### src/rtl/float_copro_seq.sv
// Sequencer between the LM32 coprocessor port and an external combinational FP datapath.
// Optional: FLOAT_COPRO_ILLEGAL_TRAP_EN makes opcodes >= 4 complete in one cycle with an error flag.
module float_copro_seq #(
    parameter int WIDTH  = 32,
    parameter int OPW    = 11,
    parameter int T_ADD  = 2,
    parameter int T_SUB  = 2,
    parameter int T_MUL  = 2,
    parameter int T_DIV  = 12,
    parameter int QDEPTH = 2
) (
    input  logic             clk,
    input  logic             rst_n,
    input  logic             copro_valid,
    output logic             copro_ready,
    input  logic [OPW-1:0]   copro_opcode,
    input  logic [WIDTH-1:0] copro_op0,
    input  logic [WIDTH-1:0] copro_op1,
    output logic             copro_complete,
    input  logic             copro_accept,
    output logic [WIDTH-1:0] copro_result,
    output logic             copro_error,
    output logic             busy,
    output logic [OPW-1:0]   dp_opcode,
    output logic [WIDTH-1:0] dp_op0,
    output logic [WIDTH-1:0] dp_op1,
    input  logic [WIDTH-1:0] dp_result
);
    localparam int TMAX = (T_ADD > T_SUB ? T_ADD : T_SUB) > (T_MUL > T_DIV ? T_MUL : T_DIV)
                        ? (T_ADD > T_SUB ? T_ADD : T_SUB) : (T_MUL > T_DIV ? T_MUL : T_DIV);
    localparam int CW   = $clog2(TMAX) + 1;
    localparam int AW   = (QDEPTH > 1) ? $clog2(QDEPTH) : 1;
    localparam int NW   = $clog2(QDEPTH + 1);

    typedef enum logic [1:0] {IDLE, EXEC, DONE} state_t;

    state_t            state_q, state_d;
    logic [CW-1:0]     cnt_q, cnt_d;
    logic [AW-1:0]     wr_ptr_q, rd_ptr_q;
    logic [NW-1:0]     count_q;
    logic [OPW-1:0]    q_opc_q [QDEPTH];
    logic [WIDTH-1:0]  q_a_q   [QDEPTH];
    logic [WIDTH-1:0]  q_b_q   [QDEPTH];
    logic              cmp_q;
    logic [WIDTH-1:0]  res_q;
    logic              push, pop, load_res, clr_cmp, q_empty;

    assign q_empty     = (count_q == '0);
    assign copro_ready = rst_n && (count_q != NW'(QDEPTH));
    assign push        = copro_valid && copro_ready;

    function automatic logic [CW-1:0] lat_of(input logic [OPW-1:0] op);
        if (op == OPW'(0))      return CW'(T_ADD);
        else if (op == OPW'(1)) return CW'(T_SUB);
        else if (op == OPW'(2)) return CW'(T_MUL);
        else if (op == OPW'(3)) return CW'(T_DIV);
`ifdef FLOAT_COPRO_ILLEGAL_TRAP_EN
        else                    return CW'(1);
`else
        else                    return CW'(T_DIV);
`endif
    endfunction

    // Queue storage carries no reset; occupancy and pointers alone define validity.
    always_ff @(posedge clk) begin
        if (push) begin
            q_opc_q[wr_ptr_q] <= copro_opcode;
            q_a_q[wr_ptr_q]   <= copro_op0;
            q_b_q[wr_ptr_q]   <= copro_op1;
        end
    end

    always_ff @(posedge clk or negedge rst_n) begin
        if (!rst_n) begin
            wr_ptr_q <= '0;
            rd_ptr_q <= '0;
            count_q  <= '0;
        end else begin
            if (push) wr_ptr_q <= (wr_ptr_q == AW'(QDEPTH - 1)) ? '0 : wr_ptr_q + AW'(1);
            if (pop)  rd_ptr_q <= (rd_ptr_q == AW'(QDEPTH - 1)) ? '0 : rd_ptr_q + AW'(1);
            case ({push, pop})
                2'b10:   count_q <= count_q + NW'(1);
                2'b01:   count_q <= count_q - NW'(1);
                default: count_q <= count_q;
            endcase
        end
    end

    always_comb begin
        state_d  = state_q;
        cnt_d    = cnt_q;
        pop      = 1'b0;
        load_res = 1'b0;
        clr_cmp  = 1'b0;
        case (state_q)
            IDLE: begin
                if (!q_empty) begin
                    pop     = 1'b1;
                    cnt_d   = CW'(1);
                    state_d = EXEC;
                end
            end
            EXEC: begin
                if (cnt_q == lat_of(dp_opcode)) begin
                    load_res = 1'b1;
                    state_d  = DONE;
                end else begin
                    cnt_d = cnt_q + CW'(1);
                end
            end
            DONE: begin
                if (copro_accept) begin
                    clr_cmp = 1'b1;
                    if (!q_empty) begin
                        pop     = 1'b1;
                        cnt_d   = CW'(1);
                        state_d = EXEC;
                    end else begin
                        state_d = IDLE;
                    end
                end
            end
            default: state_d = IDLE;
        endcase
    end

    always_ff @(posedge clk or negedge rst_n) begin
        if (!rst_n) begin
            state_q   <= IDLE;
            cnt_q     <= '0;
            cmp_q     <= 1'b0;
            dp_opcode <= '0;
            dp_op0    <= '0;
            dp_op1    <= '0;
        end else begin
            state_q <= state_d;
            cnt_q   <= cnt_d;
            if (load_res)     cmp_q <= 1'b1;
            else if (clr_cmp) cmp_q <= 1'b0;
            if (pop) begin
                dp_opcode <= q_opc_q[rd_ptr_q];
                dp_op0    <= q_a_q[rd_ptr_q];
                dp_op1    <= q_b_q[rd_ptr_q];
            end
        end
    end

`ifdef FLOAT_COPRO_ILLEGAL_TRAP_EN
    logic illegal, err_q;
    assign illegal = (dp_opcode > OPW'(3));

    always_ff @(posedge clk or negedge rst_n) begin
        if (!rst_n) begin
            res_q <= '0;
            err_q <= 1'b0;
        end else if (load_res) begin
            res_q <= illegal ? '0 : dp_result;
            err_q <= illegal;
        end
    end
    assign copro_error = err_q;
`else
    always_ff @(posedge clk or negedge rst_n) begin
        if (!rst_n)        res_q <= '0;
        else if (load_res) res_q <= dp_result;
    end
    assign copro_error = 1'b0;
`endif

    assign copro_complete = cmp_q;
    assign copro_result   = res_q;
    assign busy           = (state_q != IDLE) || !q_empty;
endmodule

### config.mk
export PLATFORM = sky130hd
export DESIGN_NAME = float_copro_seq
export DESIGN_NICKNAME = d
export VERILOG_FILES = /design/src/rtl/float_copro_seq.sv
export SDC_FILE = /design/constraint.sdc
export NUM_CORES = 1
export LEC_CHECK = 0
export ABC_AREA = 0
export CAP_MARGIN = 0
export CORE_UTILIZATION = 50
export DETAILED_ROUTE_END_ITERATION = 12
export GPL_TIMING_DRIVEN = 0
export HOLD_SLACK_MARGIN = 0.1
export PLACE_DENSITY_LB_ADDON = 0.05
export SYNTH_ARGS = -nofsm -noshare
export SYNTH_HDL_FRONTEND = slang
export SYNTH_SLANG_ARGS = --single-unit
### constraint.sdc
create_clock -name clk -period 5.8 [get_ports clk]
set_input_delay 1.45 -clock clk [delete_from_list [all_inputs] [get_ports clk]]
set_output_delay 1.45 -clock clk [all_outputs]
set_load 0.01 [all_outputs]
## Word-level counts from Yosys, hierarchy flattened

Memories as Yosys holds them, arrays and structs flattened. A register that Yosys moved wholly into a read port is not among the register bits.
Index checks and enable logic that the tools add are counted.

| word-level totals | value |
|---|---|
| word-level logic and storage cells | 70 |
| register bits after elaboration | 44 |
| input port bits | 111 |
| output and inout bits | 111 |
| memory bits (writable) | 150 |
| memories kept | 3 |

Memory list:

| name | depth | bits a word | read ports | clocked after Yosys merged registers in | wr ports | RTL line | source |
|---|---|---|---|---|---|---|---|
| q_a_q | 2 | 32 | 1 | 1 | 1 | 42 | `logic [WIDTH-1:0] q_a_q [QDEPTH];` |
| q_b_q | 2 | 32 | 1 | 1 | 1 | 43 | `logic [WIDTH-1:0] q_b_q [QDEPTH];` |
| q_opc_q | 2 | 11 | 1 | 1 | 1 | 41 | `logic [OPW-1:0] q_opc_q [QDEPTH];` |

| operators by class | value |
|---|---|
| equality and inequality tests | 12 |
| $add $sub $neg | 5 |
| muxes and demuxes | 27 |
| reductions and logical operators | 16 |

Operators by type and width:

| operator | number |
|---|---|
| 5-bit two-way mux | 4 |
| 5-bit one-hot mux with 3 select lines | 1 |
| 1-bit two-way mux | 13 |
| 4-bit two-way mux | 3 |
| 11-bit by 1-bit equality test with 1-bit output (second input constant) | 1 |
| 11-bit by 2-bit equality test with 1-bit output (second input constant) | 1 |
| 11-bit logical NOT | 1 |
| 2-bit inequality test (second input constant) | 5 |
| 2-bit two-way mux | 3 |
| 2-bit one-hot mux with 3 select lines | 1 |
| 3-bit AND reduction | 2 |
| 2-bit nonzero test | 3 |
| 5-bit by 1-bit adder with 5-bit output (second input constant) | 1 |
| 5-bit equality test | 1 |
| 2-bit by 1-bit equality test with 1-bit output (second input constant) | 2 |
| 2-bit equality test (second input constant) | 2 |
| 1-bit logical NOT | 4 |
| 2-bit logical NOT | 2 |
| 2-bit one-hot mux with 2 select lines | 1 |
| 3-bit nonzero test | 1 |
| 1-bit adder (second input constant) | 2 |
| 2-bit by 1-bit adder with 2-bit output (second input constant) | 1 |
| 1-bit logical AND | 2 |
| 1-bit one-hot mux with 2 select lines | 1 |
| other kinds (2) | 2 |

## Logic depth before layout (Yosys ltp)

Gate-level depths: netlist (run 1).

| logic depth | value |
|---|---|
| word-level depth | 9 |
| mapped depth | 8 |
| depth with buffers taken out | 7 |

## Worst setup path after synthesis (run 1)

Ideal clock, no wire load.

| path | value |
|---|---|
| kind | input-to-reg |
| from | in rst_n |
| to | mem q_a_q[0][0], enable pin |
| path slack | 0.102 ns |
| path buffers | 0 |
| required time | 5.291 ns |
| library setup time | 0.509 ns |
| stages | 3 |
| data arrival time | 5.189 ns |
| path through | a21boi_0 > nand2_1 > nor2_1 |

| between the ends | value |
|---|---|
| word-level cells in the longest chain between the ends | 4 |

Ends and longest elaborated chain:

| item | RTL line | source |
|---|---|---|
| from (decl) | 13 | `input logic rst_n,` |
| 1-bit logical AND | 49 | `assign copro_ready = rst_n && (count_q != NW'(QDEPTH));` |
| 1-bit logical AND | 50 | `assign push = copro_valid && copro_ready;` |
| 1-bit two-way mux | 66 | `if (push) begin` |
| 1-bit two-way mux (implied by the code) | 68 | `q_a_q[wr_ptr_q] <= copro_op0;` |
| to (decl) | 42 |  |

Every way passes these cells.

## Final worst setup path (run 1)

| path | value |
|---|---|
| from | in rst_n |
| to | out copro_ready |

| between the ends | value |
|---|---|
| word-level cells in the longest chain between the ends | 1 |

Ends and longest elaborated chain:

| item | RTL line | source |
|---|---|---|
| 1-bit logical AND | 49 |  |
| to (decl) | 15 | `output logic copro_ready,` |

Every way passes these cells.

==> impl_metrics.toml, run 1 <==
[routing]
vias_per_cell = 5.09
wirelength_met1_microns = 8470
pre_repair_dr_iteration_count = 4
routed_wire_length_microns = 21000
post-route-drc-count = 0
route.top_layer_used = "met4"
routedWlPerCell_microns = 18.2
drt_iter0_markers = 294
met3WireLength_microns = 1520
detail-route-antenna-nets = 0
dr_wl_met2_microns = 10700
detailroute.via_count = 5866

[clock_tree]
buffer_levels_on_the_longest_clock_path = 3
setup_bufs_post_cts = 0
cts_tree = "built"
clock_insertion_delay_worst_skew_ns = 0.53
cts_buffers = 27
worst_setup_hold_path_clk_slew_ns = 0.06
cts_max_level = 1
cts.sinks = 269
clock_tree.root_cell = "clkbuf_16"
post_cts_hold_buffer_count = 0
cts.repair.resized = 0

[synthesis]
synth_top_area_cell = "edfxtp_1"
cell_area_after_technology_mapping_sq_um = 9910
postSynthNetCount = 727
synth.yosys.seq_area_share_pct = 75.5
yosys-top-cells-count = "edfxtp_1, dfrtp_1, nor2_1"
syn_avg_cell_area_sq_um = 16.1
yosys-top-cells-area = "edfxtp_1, dfrtp_1, mux2i_1"
postSynthRegisterBits = 269
synth.top_cell.area_share_pct = 45.5
yosys.cell_types.count = 39
synth_enable_flop_cells = 150
synthArstFlopShare_pct = 44.2
ys_dominant_reg_cell = "edfxtp_1"
yosysWarnings = 0
mapped_cells = 614
synthMostInstantiatedCell = "edfxtp_1"

[die]
floorplan.io_pins = 222
placeableCoreArea_sq_um = 19500
floorplan.die_area_sq_um = 20400
num_rows = 51
die_h_microns = 143
die-width_microns = 143
floorplan.initialDensity_pct = 50.9

[place]
port-buffer-count = 220
gp_routability_congestion = 0.772
place_hpwl_microns = 13900
placedCellCount = 1103

[worst_setup_path]
critical_path.reg2reg.endpoint = "count_q[1]"
crit_start = "rst_n"
arrival_ns = 2.90
crit_chain = "buf_6 > a21boi_0 > clkdlybuf4s50_1"
type_of_the_setup_path_with_the_least_slack = "primary input to output port"
worstPathMaxFanout = 51
critPathCaptureType = "output port"
worst_path_required_ns = 4.35
path_delay_family = "buffers and inverters"
critical_path.max_stage_delay_ns = 0.64
crit_path_start_kind = "primary input"
crit_path_top_delay_cell = "clkdlybuf4s50_1"
timing.rr.start = "state_q[1]"
reg2reg_slack_ns = 3.12
critical_path_buf_inv_count = 2
reg2reg_depth = 7

[cells_and_area]
finish.net_count = 980
drive_gt1_share_pct = 11.4
n_antenna_cell = 0
layout_overhead_on_the_synthesized_area_pct = 36.5
instances_no_fill = 1153

[timing]
total_of_endpoints_with_negative_setup_slack_in_the_final_report = 0
max_clock_freq_ghz = 0.230
fin_hold_ws_ns = 0.505
min_period_ns = 4.35
worst_clock_skew_ns = 0.0113
slew_viol_final = 0
worst-slew-pin-transition_ns = 0.841
rel_slew_slack_pct = 44.0
post-route-period-util_pct = 75.1
final_hold_viol_count = 0
grt_setup_unrepaired = "false"

[min_path]
hold_path_class = "flop to flop"
timing.hold.worst_path_depth = 1
worst_hold_path.endpoint = "copro_result[16]"
hold_start = "copro_result[16]"

[pwr]
max-vdd-ir-drop_mv = 0.317
power.density_nw_per_um2 = 527
p_total_mw = 7.12
leakage_nw = 5.28

[global_route]
global_route_wire_length_before_repair_microns = 32400
globalRouteOverflowTotal = 0
grt_pass1_vias = 6276
globalRouteTotalUtil_pct = 20.8
grt_antenna_before_repair = 0
grt_start_max_net_pins = 71

[run]
max-cap-violations = 0

[status]
run_status = "finished clean"
[metal layers]
layer,vias to the layer above,GRT usage (%)
li1,2734,-
met1,2920,24.6
met2,185,37.7
met3,27,5.50
met4,0,5.04
met5,-,0
[worst max path at each step]
stage	end	slack, ns	cells after the start
finish	copro_ready	1.45	3
global route	copro_ready	1.28	3
CTS	copro_ready	1.41	3
detailed placement	copro_ready	1.41	3
global placement	q_a_q[0][12]	-6.64	4
floorplan	q_a_q[0][0]	0.10	3
[cells by family after synthesis]
| kind of cell | count (synthesis) | share of synthesized area [%] |
|---|---|---|
| compound gates | 87 | 4.61 |
| mux | 111 | 12.9 |
| simple gates | 106 | 4.61 |
| fa+ha+maj | 2 | 0.253 |
| xor+xnor | 6 | 0.531 |
| other cells | 1 | 0.0379 |
| flops | 269 | 75.5 |
| buf+inv | 32 | 1.58 |
[flip-flops by register name (all words and copies together), names as in the netlist]
signal,count
rd_ptr_q,1
dp_op0,32
count_q,2
cnt_q,5
dp_opcode,11
state_q,2
wr_ptr_q,1
q_b_q,64
dp_op1,32
copro_result,32
copro_complete,1
q_opc_q,22
q_a_q,64
[layout make-up]
type / instances / area, sq um
clock inverter: 12 / 164
tap: 265 / 332
sequential: 269 / 7480
multi-input combinational: 313 / 2280
buffer: 30 / 149
fill: 1335 / 5940
clock buffer: 38 / 808
timing repair buffer: 224 / 2300
inverter: 2 / 7.51
[report_power, final]
group	total [mW]	switching (mW)	internal, mW
Combinational	2.39	1.11	1.28
Sequential	2.89	0.301	2.59
Clock	1.84	0.697	1.15
Total	7.12	2.10	5.02
[stage by stage]
| stage | setup slack, ns | instance area (sq um) | utilization [%] | setup TNS (ns) |
|---|---|---|---|---|
| 5_1_grt | 1.28 | 13500 | 69.5 | 0 |
| 6_report | 1.45 | 13500 | 69.5 | 0 |
| 3_5_place_dp | 1.41 | 12500 | 64.5 | 0 |
| 4_1_cts | 1.41 | 13500 | 69.5 | 0 |
| 2_1_floorplan | 0.102 | 9910 | - | 0 |
| 3_3_place_gp | -6.64 | 12400 | 63.9 | -1012.93 |
[cell usage in the layout (no fill, tap or decap), types with 7 or more instances in the layout]
| master | n |
|---|---|
| clkdlybuf4s50_1 | 219 |
| edfxtp_1 | 150 |
| dfrtp_1 | 119 |
| nor2_1 | 81 |
| mux2i_1 | 76 |
| a21oi_1 | 75 |
| mux2_4 | 28 |
| clkbuf_16 | 28 |
| clkbuf_1 | 18 |
| buf_2 | 8 |
| clkbuf_8 | 7 |
Note: power is estimated with default switching activity, not from simulation.
==> run 2: changes to the inputs <==
clock period = 4.5 ns   (was 5.8 ns; I/O delays follow)
==> impl_metrics.toml, run 2 (same netlist as run 1, synthesis figures left out) <==
[min_path]
hold_path_class = "primary input to async pin"

[worst_setup_path]
path_delay_family = "buffers and inverters"
reg2reg_slack_ns = 1.83
worst_path_required_ns = 3.38
crit_chain = "buf_6 > buf_16 > a21boi_0 > clkdlybuf4s50_1"
arrival_ns = 2.83
crit_path_start_kind = "primary input"
worstPathMaxFanout = 96
critPathCaptureType = "output port"
critical_path_buf_inv_count = 3
critical_path.max_stage_delay_ns = 0.62
crit_path_top_delay_cell = "clkdlybuf4s50_1"
type_of_the_setup_path_with_the_least_slack = "primary input to output port"

[place]
port-buffer-count = 220
gp_routability_congestion = 0.792
place_hpwl_microns = 13800
placedCellCount = 1103

[clock_tree]
cts_tree = "built"
cts_buffers = 27
buffer_levels_on_the_longest_clock_path = 3
clock_tree.root_cell = "clkbuf_16"
post_cts_hold_buffer_count = 0
worst_setup_hold_path_clk_slew_ns = 0.06
cts.sinks = 269
setup_bufs_post_cts = 0
cts_max_level = 1
clock_insertion_delay_worst_skew_ns = 0.52
cts.repair.resized = 0

[timing]
slew_viol_final = 0
rel_slew_slack_pct = 43.4
grt_setup_unrepaired = "false"
setup_total_negative_slack_ns = 0
final_hold_viol_count = 0
max_clock_freq_ghz = 0.253
worst_clock_skew_ns = 0.0134
post-route-period-util_pct = 87.9
worst-slew-pin-transition_ns = 0.850
min_period_ns = 3.96
total_of_endpoints_with_negative_setup_slack_in_the_final_report = 0

[pwr]
max-vdd-ir-drop_mv = 0.425
total_switching_power_mw = 2.67
swShare_pct = 30.1
p_total_mw = 8.84
power_frac_clock_pct = 23.0
leakage_nw = 5.20
p_comb_share_pct = 35.1
pwr-share-seq_pct = 41.9
power_report.internal_total_mw = 6.18
power.density_nw_per_um2 = 662

[die]
floorplan.die_area_sq_um = 20400
die_h_microns = 143
num_rows = 51
die-width_microns = 143
floorplan.initialDensity_pct = 50.9
placeableCoreArea_sq_um = 19500
floorplan.io_pins = 222

[cells_and_area]
layout_commonest_cell = "clkdlybuf4s50_1"
layout_overhead_on_the_synthesized_area_pct = 34.8
layout.cells.most_common_list = "clkdlybuf4s50_1, edfxtp_1, dfrtp_1, nor2_1, mux2i_1"
finish.net_count = 980
drive_gt1_share_pct = 9.92
instances_no_fill = 1152
biggestRegsByFlops = "q_a_q: 64 flops, q_b_q: 64 flops"
n_antenna_cell = 0

[routing]
detail-route-antenna-nets = 0
post-route-drc-count = 0
detailroute.via_count = 5909
routed_wire_length_microns = 20900
drt_iter0_markers = 239
vias_per_cell = 5.13
routedWlPerCell_microns = 18.2
pre_repair_dr_iteration_count = 6

[run]
max-cap-violations = 0

[status]
run_status = "finished clean"

[global_route]
globalRouteTotalUtil_pct = 20.7
global_route_wire_length_before_repair_microns = 32400
grt_pass1_vias = 6177
grt_start_max_net_pins = 97
grt_antenna_before_repair = 0
globalRouteOverflowTotal = 0
[run 2: power by group through the flow]
stage | sequential [mW] | combinational, mW | clock, mW
3_5_place_dp | 3.75 | 3.13 | 0
4_1_cts | 3.71 | 3.15 | 2.09
6_report | 3.71 | 3.10 | 2.03
2_1_floorplan | 3.93 | 1.35 | 0
3_3_place_gp | 3.74 | 3.01 | 0
5_1_grt | 3.78 | 3.36 | 2.18
[run 2: final timing paths]
check / start / endpoint / cells after the start
max: rst_n / copro_ready / 4
min: rst_n / copro_result[27] / 1
max reg2reg: state_q[1] / count_q[1] / 7
min reg2reg: copro_result[28] / copro_result[28] / 1
max in group asynchronous: rst_n / dp_op1[29] / 2
min in group clk: copro_result[28] / copro_result[28] / 1
[run 2: layout make-up]
cell class,instances,area [sq um]
repair buffers,224,2300
fillers,1320,6100
multi-input cells,313,2280
inverters,2,7.51
flip-flops and latches,269,7480
clock inverters,5,18.8
clock buffers,44,790
plain buffers,30,149
well taps,265,332
[run 2: stage by stage]
stage / hold slack, ns / util, % / area, sq um / worst slack (ns)
6_report: 0.469 / 68.6 / 13400 / 0.543
2_1_floorplan: 0.459 / - / 9910 / 0.381
3_3_place_gp: 0.479 / 63.9 / 12400 / -5.69
4_1_cts: 0.456 / 68.6 / 13400 / 0.460
5_1_grt: 0.464 / 68.6 / 13400 / 0.357
3_5_place_dp: 0.493 / 64.5 / 12500 / 0.481
[run 2: routing by layer]
layer	part of all wire, %	vias up	track usage [%]
met2	50	200	36.2
met4	2.0	0	6.17
met3	7.7	27	6.10
li1	-	2751	-
met1	40	2931	24.8
met5	0	-	0
==> run 3: changes to the inputs <==
ABC_AREA = 1   (was 0)
SETUP_SLACK_MARGIN = 0.2   (was unset)
==> impl_metrics.toml, run 3 <==
[worst_setup_path]
worstPathMaxFanout = 61
reg2reg_depth = 10
critical_path.reg2reg.endpoint = "count_q[1]"
crit_start = "rst_n"
reg2reg_slack_ns = 2.13
critical_path.max_stage_delay_ns = 0.60
critPathCaptureType = "output port"
type_of_the_setup_path_with_the_least_slack = "primary input to output port"
crit_path_top_delay_cell = "clkdlybuf4s50_1"
worst_path_required_ns = 3.38
timing.rr.start = "count_q[0]"
path_delay_family = "buffers and inverters"
crit_path_start_kind = "primary input"
critical_path_buf_inv_count = 3
crit_chain = "buf_6 > buf_16 > a21boi_0 > clkdlybuf4s50_1"
arrival_ns = 2.85

[global_route]
grt_most_used_layer = "met2"
globalRouteTotalUtil_pct = 21.2
grt_use_met1_pct = 26.4
globalRouteOverflowTotal = 0
global_route_wire_length_before_repair_microns = 33100
globalRouteMet3Util_pct = 5.89
grt.met2_usage_pct = 36.6
grt_pass1_vias = 6438
grt_antenna_before_repair = 0
grt_start_max_net_pins = 62

[routing]
detail-route-antenna-nets = 0
drt_iter0_markers = 270
routedWlPerCell_microns = 16.0
post-route-drc-count = 0
pre_repair_dr_iteration_count = 4
detailroute.via_count = 6569
routed_wire_length_microns = 21200
vias_per_cell = 4.95

[synthesis]
ys_dominant_reg_cell = "edfxtp_1"
synthMostInstantiatedCell = "nand2_1"
yosys-top-cells-count = "nand2_1, nor2_1, edfxtp_1"
cell_area_after_technology_mapping_sq_um = 9870
synthArstFlopShare_pct = 44.2
synth.top_cell.area_share_pct = 45.6
yosys-top-cells-area = "edfxtp_1, dfrtp_1, nand2_1"
synth.yosys.seq_area_share_pct = 75.8
yosysWarnings = 0
postSynthNetCount = 898
synth_top_area_cell = "edfxtp_1"
synth_enable_flop_cells = 150
yosys.cell_types.count = 26
mapped_cells = 785
postSynthRegisterBits = 269
syn_avg_cell_area_sq_um = 12.6

[die]
floorplan.die_area_sq_um = 20300
die_h_microns = 143
floorplan.io_pins = 222
placeableCoreArea_sq_um = 19400
num_rows = 51
floorplan.initialDensity_pct = 50.9
die-width_microns = 143

[timing]
slew_viol_final = 0
grt_setup_unrepaired = "false"
post-route-period-util_pct = 88.4
min_period_ns = 3.98
rel_slew_slack_pct = 42.7
max_clock_freq_ghz = 0.251
worst-slew-pin-transition_ns = 0.858
total_of_endpoints_with_negative_setup_slack_in_the_final_report = 0
fin_hold_ws_ns = 0.476
layout_setup_ws_ns = 0.523
worst_clock_skew_ns = 0.0219
final_hold_viol_count = 0

[min_path]
worst_hold_path.endpoint = "copro_result[26]"
hold_start = "copro_result[26]"
timing.hold.worst_path_depth = 2
hold_path_class = "flop to flop"

[clock_tree]
post_cts_hold_buffer_count = 0
buffer_levels_on_the_longest_clock_path = 3
clock_tree.root_cell = "clkbuf_16"
cts_max_level = 1
cts.sinks = 269
cts_tree = "built"
worst_setup_hold_path_clk_slew_ns = 0.06
cts.repair.resized = 0
clock_insertion_delay_worst_skew_ns = 0.53
cts_buffers = 27
setup_bufs_post_cts = 0

[place]
port-buffer-count = 220
place_hpwl_microns = 14300
gp_routability_congestion = 0.766
dp_worst_setup_slack_ns = 0.454
placedCellCount = 1276

[status]
run_status = "finished clean"

[cells_and_area]
finish.net_count = 1153
drive_gt1_share_pct = 7.35
instances_no_fill = 1326
layout_overhead_on_the_synthesized_area_pct = 36.4
biggestRegsByFlops = "q_a_q: 64 flops, q_b_q: 64 flops"
layout_commonest_cell = "clkdlybuf4s50_1"
n_antenna_cell = 0
layout.cells.most_common_list = "clkdlybuf4s50_1, nand2_1, nor2_1, edfxtp_1, dfrtp_1"

[run]
max-cap-violations = 0

[pwr]
p_total_mw = 8.92
power.density_nw_per_um2 = 663
leakage_nw = 5.36
max-vdd-ir-drop_mv = 0.381
run 3: cell count changes after synthesis, sizes merged, moves of 10 or more:
| cell | before | now |
|---|---|---|
| nand2 | 5 | 199 |
| o31ai | 1 | 75 |
| mux2i | 78 | 0 |
| a21oi | 75 | 4 |
| mux2 | 33 | 0 |
| nor2 | 82 | 162 |
| clkbuf | 15 | 25 |
run 3: cell families (layout without fill, tap and decap cells):
| logic type | Yosys count | in the layout | synth area share (%) |
|---|---|---|---|
| simple gates | 372 | 372 | 14.8 |
| compound gates | 85 | 85 | 6.35 |
| other cells | 1 | 1 | 0.0380 |
| fa+ha+maj | 2 | 2 | 0.253 |
| flops | 269 | 269 | 75.8 |
| buf+inv | 51 | 327 | 2.36 |
| xor+xnor | 5 | 5 | 0.444 |
run 3: metrics by stage:
stage | setup TNS, ns | util [%] | area (sq um)
floorplan | -128.54 | - | 9870
global placement | -1464.68 | 63.9 | 12400
detailed placement | 0 | 64.8 | 12600
CTS | 0 | 69.4 | 13500
global route | 0 | 69.4 | 13500
finish | 0 | 69.4 | 13500
run 3: worst max-delay path by stage:
stage	end	slack [ns]	cells after the start
final	copro_ready	0.52	4
after global routing	copro_ready	0.34	4
after CTS	copro_ready	0.45	4
after detailed placement	copro_ready	0.45	4
after global placement	q_a_q[0][11]	-7.58	4
after floorplan	q_a_q[0][0]	-0.86	3
run 3: where the power goes:
part           switching [mW]  internal [mW]  total, mW
sequential              0.356           3.33       3.69
clock                   0.877           1.36       2.24
combinational            1.57           1.43       3.00
total                    2.81           6.12       8.92
run 3: per-layer routing:
layer | up-vias | wire [microns]
met5 | - | 0
met4 | 0 | 413
met3 | 30 | 1650
met2 | 200 | 10500
met1 | 3149 | 8630
li1 | 3190 | -
run 3: layout make-up:
cell class / count / area (sq um)
multi-input combinational: 465 / 2170
tap: 265 / 332
sequential: 269 / 7480
inverter: 11 / 43.8
clock buffer: 40 / 774
fill: 1466 / 5940
buffer: 40 / 189
clock inverter: 10 / 125
timing repair buffer: 226 / 2350
run 3: tightest hold or removal path, stage by stage (launching register included):
cell,delay [ns]
dfrtp_1,0.34
nand2_1,0.05
nand2_1,0.05
